--- config.mk ---
export PLATFORM = sky130hd
export DESIGN_NAME = instr_parcel_issue_flat
export DESIGN_NICKNAME = d
export VERILOG_FILES = /design/src/rtl/instr_parcel_issue_if.sv /design/src/rtl/instr_parcel_issue.sv /design/src/flat_wrapper.sv
export SDC_FILE = /design/constraint.sdc
export NUM_CORES = 1
export LEC_CHECK = 0
export CORE_ASPECT_RATIO = 0.8
export CORE_UTILIZATION = 48
export DETAILED_ROUTE_END_ITERATION = 8
export PLACE_DENSITY = 0.79
export REMOVE_ABC_BUFFERS = 1
export SKIP_CTS_REPAIR_TIMING = 1
export SLEW_MARGIN = 0
export SYNTH_ARGS = -nofsm -noshare
export SYNTH_HDL_FRONTEND = slang
export SYNTH_SLANG_ARGS = --single-unit
export TNS_END_PERCENT = 100
--- constraint.sdc ---
create_clock -name clk -period 2.6 [get_ports clk]
set_input_delay 0.26 -clock clk [delete_from_list [all_inputs] [get_ports clk]]
set_output_delay 0.26 -clock clk [all_outputs]
set_load 0.01 [all_outputs]
--- src/rtl/instr_parcel_issue_if.sv ---
// Parcel-issue interface: instruction-buffer parcel handshake on one side,
// decoded-instruction presentation and issue acknowledge on the other.
interface instr_parcel_issue_if #(
   parameter int P_WIDTH = 24
);
   logic [15:0]        i_parcel;
   logic               i_parcel_valid;
   logic               o_parcel_ready;
   logic               i_issue_ack;
   logic               i_flush;
   logic [P_WIDTH-1:0] i_new_p;
   logic               o_issue_valid;
   logic [6:0]         o_instr;
   logic [2:0]         o_cip_i;
   logic [2:0]         o_cip_j;
   logic [2:0]         o_cip_k;
   logic [15:0]        o_lip;
   logic               o_two_parcel;
   logic [P_WIDTH-1:0] o_p;

   // Upstream side: instruction buffers, issue logic and branch control.
   modport master (
      output i_parcel, i_parcel_valid, i_issue_ack, i_flush, i_new_p,
      input  o_parcel_ready, o_issue_valid, o_instr, o_cip_i, o_cip_j,
             o_cip_k, o_lip, o_two_parcel, o_p
   );

   // The parcel-issue block itself.
   modport slave (
      input  i_parcel, i_parcel_valid, i_issue_ack, i_flush, i_new_p,
      output o_parcel_ready, o_issue_valid, o_instr, o_cip_i, o_cip_j,
             o_cip_k, o_lip, o_two_parcel, o_p
   );
endinterface

--- src/rtl/instr_parcel_issue.sv ---
// Instruction parcel issue: assembles 16-bit parcels into one- or two-parcel
// instructions (CIP/LIP), presents the decoded fields with the CIP parcel
// address, and holds them until issue logic acknowledges. A flush discards
// any partial or presented instruction and reloads the parcel counter P.
module instr_parcel_issue #(
   parameter int P_WIDTH = 24
) (
   input  logic                 clk,
   input  logic                 rst,
   instr_parcel_issue_if.slave  bus
);

   typedef enum logic [1:0] {
      ST_EMPTY    = 2'd0,
      ST_NEED_LIP = 2'd1,
      ST_FULL     = 2'd2
   } state_t;

   state_t             state_q;
   state_t             state_d;
   logic               parcel_ready;
   logic               accept;
   logic               load_cip;
   logic               load_lip;
   logic               new_two;
   logic [15:0]        cip_q;
   logic [15:0]        lip_q;
   logic               two_q;
   logic [P_WIDTH-1:0] p_q;
   logic [P_WIDTH-1:0] cip_p_q;

   // Two-parcel opcodes (octal): 006-007, 010-017, 020-021, 040-041, 100-137.
   function automatic logic is_two_parcel(input logic [6:0] gh);
      return (gh[6:5] == 2'b10)      // 100-137
          || (gh[6:3] == 4'b0001)    // 010-017
          || (gh[6:1] == 6'b000011)  // 006-007
          || (gh[6:1] == 6'b001000)  // 020-021
          || (gh[6:1] == 6'b010000); // 040-041
   endfunction

   assign new_two = is_two_parcel(bus.i_parcel[15:9]);

   // Handshake, load strobes and next state; flush overrides everything.
   always_comb begin
      // NOTE: every signal gets a default first so no path leaves one unassigned (no latch).
      state_d      = state_q;
      parcel_ready = 1'b0;
      load_cip     = 1'b0;
      load_lip     = 1'b0;

      if (!rst && !bus.i_flush) begin
         unique case (state_q)
            ST_EMPTY, ST_NEED_LIP: parcel_ready = 1'b1;
            ST_FULL:               parcel_ready = bus.i_issue_ack;
            default:               parcel_ready = 1'b0;
         endcase
      end

      accept = bus.i_parcel_valid && parcel_ready;

      if (bus.i_flush) begin
         state_d = ST_EMPTY;
      end else begin
         unique case (state_q)
            ST_EMPTY: begin
               if (accept) begin
                  load_cip = 1'b1;
                  state_d  = new_two ? ST_NEED_LIP : ST_FULL;
               end
            end
            ST_NEED_LIP: begin
               if (accept) begin
                  load_lip = 1'b1;
                  state_d  = ST_FULL;
               end
            end
            ST_FULL: begin
               if (bus.i_issue_ack) begin
                  if (accept) begin
                     load_cip = 1'b1;
                     state_d  = new_two ? ST_NEED_LIP : ST_FULL;
                  end else begin
                     state_d = ST_EMPTY;
                  end
               end
            end
            default: state_d = ST_EMPTY;
         endcase
      end
   end

   // State register.
   always_ff @(posedge clk or posedge rst) begin
      // NOTE: sequential state uses <= so every register samples pre-edge values.
      if (rst) state_q <= ST_EMPTY;
      else     state_q <= state_d;
   end

   // Parcel counter and instruction field registers.
   always_ff @(posedge clk or posedge rst) begin
      if (rst) begin
         p_q     <= '0;
         cip_q   <= '0;
         lip_q   <= '0;
         two_q   <= 1'b0;
         cip_p_q <= '0;
      end else begin
         if (bus.i_flush)  p_q <= bus.i_new_p;
         else if (accept)  p_q <= p_q + P_WIDTH'(1);

         if (load_cip) begin
            cip_q   <= bus.i_parcel;
            lip_q   <= '0;
            two_q   <= new_two;
            cip_p_q <= p_q;
         end
         if (load_lip) lip_q <= bus.i_parcel;
      end
   end

   assign bus.o_parcel_ready = parcel_ready;
   assign bus.o_issue_valid  = (state_q == ST_FULL);
   assign bus.o_instr        = cip_q[15:9];
   assign bus.o_cip_i        = cip_q[8:6];
   assign bus.o_cip_j        = cip_q[5:3];
   assign bus.o_cip_k        = cip_q[2:0];
   assign bus.o_lip          = lip_q;
   assign bus.o_two_parcel   = two_q;
   assign bus.o_p            = cip_p_q;

endmodule

--- src/flat_wrapper.sv ---
// flat-port wrapper written by rule: the top's interface ports become plain ports
module instr_parcel_issue_flat 
#(
   parameter int P_WIDTH = 24
)
  (clk, rst, bus_i_parcel, bus_i_parcel_valid, bus_i_issue_ack, bus_i_flush, bus_i_new_p, bus_o_parcel_ready, bus_o_issue_valid, bus_o_instr, bus_o_cip_i, bus_o_cip_j, bus_o_cip_k, bus_o_lip, bus_o_two_parcel, bus_o_p);
  instr_parcel_issue_if #(.P_WIDTH(P_WIDTH)) bus_i ();
  input  logic clk;
  input  logic rst;
  input wire logic [$bits(bus_i.i_parcel)-1:0] bus_i_parcel;
  input wire logic [$bits(bus_i.i_parcel_valid)-1:0] bus_i_parcel_valid;
  input wire logic [$bits(bus_i.i_issue_ack)-1:0] bus_i_issue_ack;
  input wire logic [$bits(bus_i.i_flush)-1:0] bus_i_flush;
  input wire logic [$bits(bus_i.i_new_p)-1:0] bus_i_new_p;
  output wire logic [$bits(bus_i.o_parcel_ready)-1:0] bus_o_parcel_ready;
  output wire logic [$bits(bus_i.o_issue_valid)-1:0] bus_o_issue_valid;
  output wire logic [$bits(bus_i.o_instr)-1:0] bus_o_instr;
  output wire logic [$bits(bus_i.o_cip_i)-1:0] bus_o_cip_i;
  output wire logic [$bits(bus_i.o_cip_j)-1:0] bus_o_cip_j;
  output wire logic [$bits(bus_i.o_cip_k)-1:0] bus_o_cip_k;
  output wire logic [$bits(bus_i.o_lip)-1:0] bus_o_lip;
  output wire logic [$bits(bus_i.o_two_parcel)-1:0] bus_o_two_parcel;
  output wire logic [$bits(bus_i.o_p)-1:0] bus_o_p;
  assign bus_i.i_parcel = bus_i_parcel;
  assign bus_i.i_parcel_valid = bus_i_parcel_valid;
  assign bus_i.i_issue_ack = bus_i_issue_ack;
  assign bus_i.i_flush = bus_i_flush;
  assign bus_i.i_new_p = bus_i_new_p;
  assign bus_o_parcel_ready = bus_i.o_parcel_ready;
  assign bus_o_issue_valid = bus_i.o_issue_valid;
  assign bus_o_instr = bus_i.o_instr;
  assign bus_o_cip_i = bus_i.o_cip_i;
  assign bus_o_cip_j = bus_i.o_cip_j;
  assign bus_o_cip_k = bus_i.o_cip_k;
  assign bus_o_lip = bus_i.o_lip;
  assign bus_o_two_parcel = bus_i.o_two_parcel;
  assign bus_o_p = bus_i.o_p;
  instr_parcel_issue #(.P_WIDTH(P_WIDTH)) u_core (.clk(clk), .rst(rst), .bus(bus_i));
endmodule
==> results.md, run 1 <==
Floorplan:
- The number of I/O pins is around 100.
- In this run the core area contains 29 standard-cell rows.
- The total area inside the core boundary comes to ~8000 um^2.
- For this configuration, the core starts out at a cell density of 0.500.
- The die covers roughly 8700 um^2.
- The die span in y is 83.5 um.
- The x dimension of the die is 104 um.

Global routing:
- The first global-routing pass estimated about 15000 um of wire.
- The via count of the first global-routing pass is around 3000.
- The residual overflow from global routing is 0.
- The fraction of met1 tracks used by global routing is 0.316.
- The initial antenna violation count is 0.
- The global routing usage on met2 is 0.333.
- Entering global routing, the biggest net connects 39 pins.
- The global routing stage identified its most utilized layer as met2.
- In the global route stage, overall resource usage came out at 0.220.
- The met3 layer usage reported by global route is 0.0468.

Critical path:
- The kind of start point of the critical path is an input port.
- STA classifies the critical path endpoint as an output port.
- The number of buffers and inverters on the critical path is 3.
- The category of the critical setup timing path is in2out.
- The critical path goes through clkdlybuf4s50_1, buf_4, a211oi_1, clkdlybuf4s50_1.
- In this run the register-to-register setup slack is about 710 ps.
- Counting stages on the worst path, the most repeated cell is clkdlybuf4s50_1.
- The worst endpoint data arrival time is 1900 ps.
- Along the worst path, the maximum fanout reaches 38.
- The critical-path cell with the highest stage delay is clkdlybuf4s50_1.
- In this design, the largest share of critical-path delay is due to buffers and inverters.
- The worst stage delay on the critical path is a little over 600 ps.
- The required time at the worst-slack endpoint is about 2300 ps.

Finish:
- The number of antenna cells inserted is 0.
- The count of nets after finishing is just under 500.
- Excluding fillers, the count of instances in the completed layout stands at approximately 560.
- The area growth from synthesis to layout is 34.8%.
- The fraction of final layout cells sized beyond drive strength 1 is 0.174.

Synth:
- The post-synthesis share of cell area spent on and, or, nand and nor gates is 0.173.
- After synthesis the cells add up to approximately 4000 um^2.
- By area, the combinational part of the netlist is dominated by simple AND/OR/NAND/NOR gates.
- The post-synthesis average cell area is about 12 um^2.
- In the synthesized netlist the dominant register cell turns out to be dfrtp_1.
- Of the total synthesized cell area, the portion taken by full adders, half adders and majority gates is 0.00314.
- The share of synthesized area occupied by flip-flops and latches is 0.521.
- The share of flip-flops with an asynchronous set or reset is 1.00.
- After synthesis the netlist holds a flip-flop and latch count of 83.
- Synthesis produced a netlist whose cell count is around 340.
- The mux cell area share after synthesis is 0.158.
- The number of different library cells in the post-synthesis netlist is slightly above 50.
- The synthesized design contains 0 enable-type register cells.
- Of the total synthesized cell area, the portion taken by XOR and XNOR cells is 0.00220.
- Yosys printed 0 warnings.
- The share of the synthesized area in compound gates (AO/OA/AOI/OAI) came to 0.107.

Job:
- The reported max-cap violation count is 0.

Power and ir drop:
- The maximum VDD drop is ~0.00045 V.
- Power spread over the standard cell area amounts to 687 nW/um^2.
- For this design the static power due to leakage is approximately 2.3 nW.

Timing:
- The maximum clock skew at final layout is 8.32 ps.
- The final count of hold timing violations came to 0.
- The worst path in the final design needs a cycle of around 2200 ps, including I/O delays and setup.
- In the post-route analysis, the smallest setup slack over all paths is 445 ps.
- Setup repair after global routing left no endpoint under its margin.
- At the pin with the least slew margin, the transition time is between 600 and 700 ps.
- Setup violations remaining at the end of the flow were counted as 0.
- The post-route clock period utilization is 0.829.
- Static timing analysis puts the maximum clock frequency at roughly 460 MHz.
- Across all hold checks on the routed design, the worst slack comes to approximately 410 ps.
- The worst pin sits at a relative slew slack of 0.574.
- The max-slew violation count is 0.

Hold path:
- The tightest min-delay check is of the in2async type.

Route:
- The total wire length after detailed routing is around 9200 um.
- In this run, the number of DRC markers left after iteration 0 of detailed routing was 148.
- In the routed design, unresolved DRC markers number 0.
- The detail route stage leaves a number of antenna-violating nets equal to 0.
- In the routed layout, each cell is associated on average with a via count of ~5.4.
- The wire length per cell is between 15 and 20 um.
- The total via count after detailed routing is a little over 3000.
- The pre-antenna-repair detailed-routing pass consisted of 4 iterations.

Placed design:
- The count of buffers inserted at the top-level ports is around 100.
- The congestion estimate from routability-driven global placement came to 0.788.
- The placed wire-length estimate after detailed placement is between 6000 and 7000 um.
- Prior to clock tree synthesis, the placed netlist has a worst setup slack of 392 ps.
- The total placed cells including tap cells is 546.

Clock network:
- In this run the clock root is driven by a clkbuf_8.
- The clock reaches the later pin of the worst-skew pair after 350 ps.
- The clock input transition at the sequential cells of the worst setup and hold paths is ~80 ps.
- No sink is reached through more buffers than the 2 on the longest clock path.
- The count of H-tree levels built during CTS is 3.
- TritonCTS built the clock tree.
- The number of clock buffers added by TritonCTS is 9.
- The number of clock sinks seen by CTS is 83.

Status:
- The flow ran to the end, and the final reports show no timing, DRC or antenna violations.
-- power by group --
| group | switching [mW] | leakage [nW] | internal (mW) |
|---|---|---|---|
| combinational | 0.337 | 1.15 | 0.615 |
| clock | 0.451 | 0.112 | 0.632 |
| sequential | 0.161 | 1.04 | 1.50 |
| total | 0.949 | 2.30 | 2.74 |
-- cell type report --
| cell class | instances | area, um^2 |
|---|---|---|
| inverters | 6 | 23.8 |
| flip-flops and latches | 83 | 2080 |
| multi-input cells | 236 | 1770 |
| repair buffers | 113 | 1140 |
| well taps | 108 | 135 |
| fillers | 627 | 2610 |
| clock inverters | 5 | 103 |
| clock buffers | 10 | 128 |
-- layer usage --
layer,part of all wire,vias to the layer above
met5,0,-
met4,0.019,0
met3,0.051,16
met2,0.46,102
li1,-,1437
met1,0.47,1477
-- flip-flops by register name, summed over array words and instances, names as in the netlist --
signal,cells
u_core.p_q,24
u_core.state_q,2
u_core.bus.o_lip,16
u_core.bus.o_two_parcel,1
u_core.bus.o_p,24
u_core.cip_q,16
-- synthesized netlist by cell type (2+ instances only) --
cell type / number / area (um^2)
inv_1: 6 / 22.5
buf_6: 5 / 56.3
buf_2: 4 / 20.0
a31oi_1: 3 / 18.8
o311ai_0: 8 / 70.1
mux2_4: 39 / 586
nor2_1: 16 / 60.1
a21oi_1: 3 / 15.0
nor3b_1: 2 / 15.0
nand2_1: 61 / 229
clkbuf_1: 7 / 26.3
mux2_2: 2 / 22.5
nand4_1: 3 / 18.8
o311ai_1: 2 / 17.5
dfrtp_1: 83 / 2080
nor3_1: 5 / 25.0
nand3_1: 22 / 110
o21ai_0: 24 / 120
nor2b_1: 5 / 31.3
o21ai_1: 2 / 10.0
buf_4: 2 / 15.0
mux2i_1: 2 / 20.0
nor4_4: 2 / 42.5
nand3_2: 2 / 20.0
a221o_1: 8 / 80.1
-- kinds of logic (layout without fill, tap and decap cells) --
family,Yosys count,count (layout)
multiplexers,43,43
AND/OR/NAND/NOR,130,130
AO/OA/AOI/OAI,61,61
buffers and inverters,25,134
flip-flops,83,83
adder cells (fa/ha/maj),1,1
XOR/XNOR,1,1
-- worst paths after layout --
| check | from | to | depth (start not counted) |
|---|---|---|---|
| worst max-delay path | bus_i_flush | bus_o_parcel_ready | 4 |
| worst min-delay path | rst | u_core.state_q[1] | 2 |
| worst max register to register | u_core.p_q[0] | u_core.p_q[18] | 5 |
| worst min register to register | u_core.bus.o_lip[2] | u_core.bus.o_lip[2] | 2 |
| max in group asynchronous | rst | u_core.cip_q[8] | 3 |
| min in group clk | bus_i_new_p[23] | u_core.p_q[23] | 3 |
-- layout by cell type (no fill, tap or decap), drive strengths merged, types with 3 or more instances in the layout --
cell type      count
mux2              41
nand3             24
nand2b             3
nand2             61
buf               10
a221o              8
a21oi              3
nor2              17
nor3b              3
clkdlybuf4s50    103
nor2b              5
nor3               6
bufinv             3
o311ai            10
inv                5
nand4              5
clkbuf            10
nor4               4
a31oi              3
o21ai             26
dfrtp             83
-- per-stage QoR --
step                      setup TNS (ps)  cell area (um^2)  power [mW]  utilization
after detailed placement               0              5140        2.64        0.645
after floorplan                    -81.7              3860        2.10            -
final                                  0              5380        3.69        0.673
after global placement                 0              5140        2.61        0.645
after CTS                              0              5380        3.72        0.673
after global routing                   0              5380        3.86        0.673
Note: power is estimated with default switching activity, not from simulation.
==> run 2, diff against run 1 <==
CORE_UTILIZATION = 44   (was 48)
PLACE_DENSITY = 0.76   (was 0.79)
clock period = 1.75 ns   (was 2.6 ns; I/O delays follow)
==> results.md, run 2 (synthesized netlist as in run 1, its figures left out) <==
Timing:
- The slew at the pin closest to its max-slew limit is 465 ps (-172 ps).
- The achievable clock frequency is 594 MHz.
- The sum of negative setup slack is 0 ps (unchanged).
- The setup violation total in the final timing report is 0 (unchanged).
- Of the available clock period, the critical path in the final layout requires 0.962.
- The relative slew slack was 0.690 (+0.116).
- The smallest clock period supported by the final layout is computed as 1680 ps.
- The max-slew violation count is 0 (unchanged).
- The maximum clock skew at final layout came to 5.51 ps (-2.82 ps).
- The final count of hold timing violations is 0 (unchanged).

Critical path:
- The largest individual stage delay along the critical path comes from the cell clkdlybuf4s50_1.
- The highest fanout seen on the critical path is 21 (-45%).
- The capture point of the worst reg-to-reg path is u_core.bus.o_p[9].
- The worst stage delay on the critical path is 460 ps (-150 ps).
- Walking the worst path, the cells encountered are clkdlybuf4s50_1, nor3b_2, a21bo_1, buf_4, nor2_8, buf_12, mux2_4.
- The slack of the worst reg-to-reg path came to 80 ps (-630 ps).
- The worst-case reg-to-reg path depth is 6 (+1).
- The source of the worst register-to-register timing path is u_core.state_q[0].
- The category of the critical setup timing path is in2reg.
- The count of buffering cells on the critical path with inverters included came to 3 (unchanged).
- The kind of cell adding the most delay to the critical path is buffers and inverters.
- The worst endpoint data arrival time came to 1910 ps (about the same).
- STA classifies the critical path endpoint as a flip-flop.
- The worst setup path is launched from an input port.
- The required time at the worst-slack endpoint is 1970 ps (-370 ps).

Floorplan:
- The die span in y is 87.1 um (+4.3%).
- The area of the placeable core is 8630 um^2 (+8.2%).
- The effective utilization at floorplan is 0.462 (-0.0376).
- The x dimension of the die is 108 um (+4.4%).
- The number of I/O pins is 104 (unchanged).
- The row count was 30 (+3.4%).
- The overall die area is 9450 um^2 (+8.9%).

Route:
- The total wire length after detailed routing is 10100 um (+10%).
- The violation count after the first detailed-routing iteration was 158 (+6.8%).
- The wire length per cell is 17.1 um (+4.5%).
- The average vias per placed instance is 5.41 (+0.12%).
- The total via count after detailed routing came to 3198 (+5.5%).
- The DRC violations left is 0 (unchanged).
- The detailed-router iteration count before antenna repair is 4 (unchanged).
- The number of routed nets with antenna violations is 0 (unchanged).

Finish:
- The count of nets after finishing is 520 (+5.1%).
- The library cell used most frequently in the layout, excluding fill and tap cells, is clkdlybuf4s50_1.
- The fraction of final layout cells sized beyond drive strength 1 is 0.236 (+0.0615).
- The share of the core filled with cells is 0.665 (-0.00872).
- In the layout the commonest cells are clkdlybuf4s50_1, dfrtp_1, nand2_1, mux2_4, buf_4.
- The area growth from synthesis to layout is 43.9%.
- The number of antenna cells inserted is 0 (unchanged).
- The final instance area is 5740 um^2 (+6.8%).
- The post-layout instance count excluding filler cells was 591 (+5.3%).

Global routing:
- The residual overflow from global routing is 0 (unchanged).
- The first-pass GRT wire length was 15900 um (+4.8%).
- The largest net degree at the start of global routing is 30 (-23%).
- The total routing resource utilization after global routing is 0.221 (+0.00167).
- The via count of the first global-routing pass is 3217 (+9.0%).
- The initial antenna violation count is 0 (unchanged).

Clock network:
- The clock latency on the worst-skew pair is 340 ps (about the same).
- The CTS tree is done.
- The count of H-tree levels built during CTS is 3 (unchanged).
- The number of buffers created by CTS is 9 (unchanged).
- The number of clock sinks seen by CTS came to 83 (unchanged).
- The clock input transition at the sequential cells of the worst setup and hold paths is 60 ps (-20 ps).
- The maximum root-to-sink buffer count came to 2 (unchanged).
- Clock tree synthesis selected as its root buffer the cell clkbuf_16.

Power and ir drop:
- The total power is 5.97 mW (+62%).
- The power per cell area is 1040 nW/um^2 (+51%).
- The leakage power was 2.51 nW (+9.5%).
- The maximum VDD drop is 0.000556 V (+25%).

Placed design:
- The count of buffers inserted at the top-level ports is 103 (unchanged).
- The final weighted congestion in routability-driven placement is 0.798 (+1.2%).
- The placed wire-length estimate after detailed placement is 6970 um (+6.8%).
- The total placed cells including tap cells was 571 (+4.6%).
- The cell area reported after detailed placement is 5330 um^2 (+3.6%).

Status:
- The run finished with clean final reports.

Hold path:
- The min-delay analysis places its worst path in the category in2async.

Job:
- The reported max-cap violation count is 0 (unchanged).
run 2: cell type report:
cell class	count	area, um^2
clock buffers	10	239
clock inverters	6	71.3
fillers	656	2900
inverters	6	23.8
multi-input cells	236	1820
flip-flops and latches	83	2080
well taps	112	140
repair buffers	138	1360
run 2: metal layers:
layer	wire length, um	up-vias	track usage	share of wire
met2	4870	106	0.345	0.48
met1	4500	1582	0.299	0.45
li1	-	1496	-	-
met5	0	-	0	0
met3	573	14	0.0636	0.057
met4	142	0	0.0688	0.014
run 2: worst max-delay path by stage:
| stage | from | to | cells after the start | slack, ps |
|---|---|---|---|---|
| after floorplan | u_core.state_q[0] | u_core.cip_q[13] | 4 | -890 |
| after global placement | bus_i_flush | u_core.bus.o_p[8] | 7 | -240 |
| after detailed placement | bus_i_flush | u_core.bus.o_p[9] | 7 | -280 |
| after CTS | u_core.state_q[0] | bus_o_parcel_ready | 3 | -190 |
| after global routing | u_core.p_q[0] | u_core.p_q[21] | 7 | -20 |
| final | bus_i_flush | u_core.bus.o_p[9] | 7 | 70 |
run 2: power breakdown:
part | internal, mW | switching (mW)
logic | 0.972 | 0.550
clock network | 1.16 | 0.822
registers | 2.23 | 0.237
run 2: through the flow:
stage | hold WS [ps] | worst slack (ps)
after global routing | 351 | -20.2
after floorplan | 266 | -891
after CTS | 320 | -188
after global placement | 453 | -237
after detailed placement | 460 | -285
final | 328 | 66.2
run 2: worst reg2reg max path: stages, from the launching register on:
cell and delay (ps):
dfrtp_1 380, nand2b_4 160, a21bo_1 200, buf_4 150
nor2_8 120, buf_12 210, mux2_4 340
==> run 3, diff against run 2 <==
CORE_ASPECT_RATIO = default   (was 0.8)
CTS_CLUSTER_DIAMETER = 50   (was default)
==> results.md, run 3 (synthesized netlist as in run 1, its figures left out) <==
Route:
- The DRC violations left came to 0 (unchanged).
- The number of routed nets with antenna violations is 0 (unchanged).
- The detailed-router iteration count before antenna repair was 4 (unchanged).
- The violation count after the first detailed-routing iteration is 207 (+31%).
- The average vias per placed instance came to 5.44 (+0.54%).
- The total via count after detailed routing came to 3199 (+0.031%).
- The wire length per cell is 16.5 um (-3.3%).
- The total wire length after detailed routing is 9690 um (-3.8%).

Power and ir drop:
- The share of total power in sequential cells came to 0.459 (+0.046).
- The fraction of power spent switching nets is 0.275 (+0.00517).
- The internal power was 3.89 mW (-11%).
- The maximum VDD drop came to 0.000428 V (-23%).
- The net switching power is 1.47 mW (-8.4%).
- The total power is 5.36 mW (-10%).
- The fraction of power consumed by the clock network is 0.260 (-0.072).
- The power per cell area is 964 nW/um^2 (-7.3%).
- The leakage power was 2.45 nW (-2.6%).
- The share of total power in combinational logic is 0.281 (+0.026).

Clock network:
- The clock input transition at the sequential cells of the worst setup and hold paths came to 80 ps (+20 ps).
- The count of H-tree levels built during CTS was 3 (unchanged).
- The number of clock sinks seen by CTS is 83 (unchanged).
- The maximum root-to-sink buffer count came to 2 (unchanged).
- The number of buffers created by CTS came to 9 (unchanged).
- The clock latency on the worst-skew pair was 350 ps (about the same).
- TritonCTS built the clock tree.
- The tree is rooted in a clkbuf_8.

Timing:
- The final count of hold timing violations is 0 (unchanged).
- The sum of negative setup slack is 0 ps (unchanged).
- The post-route clock period utilization was 0.965 (+0.00311).
- The slack of the critical path is 60.7 ps (-5.45 ps).
- The achievable clock frequency was 592 MHz (-0.32%).
- The relative slew slack was 0.656 (-0.0339).
- The slew at the pin closest to its max-slew limit is 514 ps (+49.5 ps).
- The setup violation total in the final timing report is 0 (unchanged).
- The maximum clock skew at final layout is 10.4 ps (+4.85 ps).
- The max-slew violation count is 0 (unchanged).
- The minimum period implied by the final worst setup slack came to 1690 ps (+5.45 ps).
- Setup repair after global routing could not meet its margin everywhere.

Global routing:
- The total routing resource utilization after global routing was 0.217 (-0.00428).
- The via count of the first global-routing pass is 3261 (+1.4%).
- The largest net degree at the start of global routing is 53 (+77%).
- The fraction of met1 tracks used by global routing was 0.289 (-0.00918).
- The initial antenna violation count came to 0 (unchanged).
- The first-pass GRT wire length came to 16400 um (+3.5%).
- The met3 layer usage reported by global route is 0.0381 (-0.0254).
- The global routing usage on met2 is 0.365 (+0.0199).
- The residual overflow from global routing came to 0 (unchanged).
- met2 is the most crowded layer.

Critical path:
- The worst endpoint data arrival time is 1920 ps (about the same).
- The slack of the worst reg-to-reg path was 60 ps (-20 ps).
- The signal on the critical path passes through ha_1, nand2_1, nor4_4, nand2_1, a21o_1, a221o_1.
- The critical path in this run is classified as reg2reg.
- The worst setup path is captured at a flip-flop.
- The largest individual stage delay along the critical path comes from the cell dfrtp_1.
- The capture point of the worst reg-to-reg path is u_core.p_q[20].
- The kind of start point of the critical path is a flip-flop.
- Among cell families on the critical path, the largest total delay comes from simple AND/OR/NAND/NOR gates.
- The required time at the worst-slack endpoint is 1980 ps (about the same).
- The count of buffering cells on the critical path with inverters included is 0 (-3).
- The startpoint identified for the worst register-to-register timing path is u_core.p_q[0].
- The highest fanout seen on the critical path is 3 (-86%).
- The worst-case reg-to-reg path depth is 6 (unchanged).
- The most numerous cell type found on the critical path is nand2_1.
- The worst stage delay on the critical path came to 360 ps (-100 ps).

Floorplan:
- The overall die area came to 9450 um^2 (about the same).
- The x dimension of the die is 97.2 um (-10%).
- The number of I/O pins was 104 (unchanged).
- The die span in y was 97.2 um (+12%).
- The effective utilization at floorplan is 0.455 (-0.00686).
- The area of the placeable core came to 8760 um^2 (+1.5%).
- The row count is 34 (+13%).

Placed design:
- The final weighted congestion in routability-driven placement is 0.832 (+4.3%).
- The count of buffers inserted at the top-level ports is 103 (unchanged).
- The cell area reported after detailed placement was 5330 um^2 (unchanged).
- The total placed cells including tap cells is 571 (unchanged).
- The pre-CTS setup slack is -256 ps (+29.0 ps).
- The placed wire-length estimate after detailed placement was 7080 um (+1.6%).

Status:
- The run finished with clean final reports.

Finish:
- The fraction of final layout cells sized beyond drive strength 1 was 0.225 (-0.0109).
- The count of nets after finishing was 521 (+0.19%).
- The footprint of the multi-input gates is 1780 um^2 (-2.2%).
- The number of antenna cells inserted is 0 (unchanged).
- Leaving out fill and tap cells, the most frequent cell in the layout is clkdlybuf4s50_1.
- The post-layout instance count excluding filler cells is 588 (-0.51%).
- The sequential cell area is 2080 um^2 (-0.18%).
- In the layout the commonest cells are clkdlybuf4s50_1, dfrtp_1, nand2_1, mux2_4, buf_4.
- The filler cell count came to 688 (+4.9%).
- The area growth from synthesis to layout is 39.5%.
- The final instance area was 5560 um^2 (-3.0%).

Hold path:
- The tightest min-delay check is of the in2async type.

Job:
- The reported max-cap violation count is 0 (unchanged).
## run 3: changes by cell type in the layout (fill, tap and decap cells not counted), moves of 2 or more
cell,previous run,this run
clkbuf_8,1,10
nor2_1,13,15
dfrtp_2,3,0
buf_4,30,33
dfrtp_1,80,83
clkbuf_16,9,0
buf_12,5,3
## run 3: how the worst max path moves through the flow
stage                                 start            endpoint  depth (start not counted)
after global placement          bus_i_flush    u_core.cip_q[13]                          6
after CTS                 u_core.state_q[0]  bus_o_parcel_ready                          3
after global routing          u_core.p_q[4]      u_core.p_q[17]                          4
after detailed placement        bus_i_flush    u_core.cip_q[13]                          6
after floorplan           u_core.state_q[0]    u_core.cip_q[13]                          4
final                         u_core.p_q[0]      u_core.p_q[20]                          6
## run 3: power groups by stage
| stage | Sequential [mW] | Combinational, mW | Clock, mW |
|---|---|---|---|
| 5_1_grt | 2.51 | 1.61 | 1.49 |
| 3_5_place_dp | 2.49 | 1.51 | 0 |
| 4_1_cts | 2.47 | 1.52 | 1.42 |
| 6_report | 2.46 | 1.51 | 1.40 |
| 2_1_floorplan | 2.58 | 0.547 | 0 |
| 3_3_place_gp | 2.48 | 1.48 | 0 |
## run 3: layout make-up
type / instances / share of cell area
multi-input cells: 236 / 0.320
well taps: 108 / 0.0243
clock buffers: 11 / 0.0254
clock inverters: 5 / 0.0110
flip-flops and latches: 83 / 0.373
inverters: 6 / 0.00427
repair buffers: 139 / 0.242
## run 3: through the flow
step,util,hold slack (ps)
5_1_grt,0.635,412
3_3_place_gp,0.609,450
3_5_place_dp,0.609,458
2_1_floorplan,-,266
4_1_cts,0.632,379
6_report,0.635,390
## run 3: layer usage
layer	routed length [um]	share of wire
met5	0	0
met4	72	0.0074
met1	4390	0.45
met2	4790	0.49
met3	441	0.045
## run 3: worst min-delay path: cells and delay by family
kind | cells | cell delay (ps)
buffers and inverters | 4 | 950
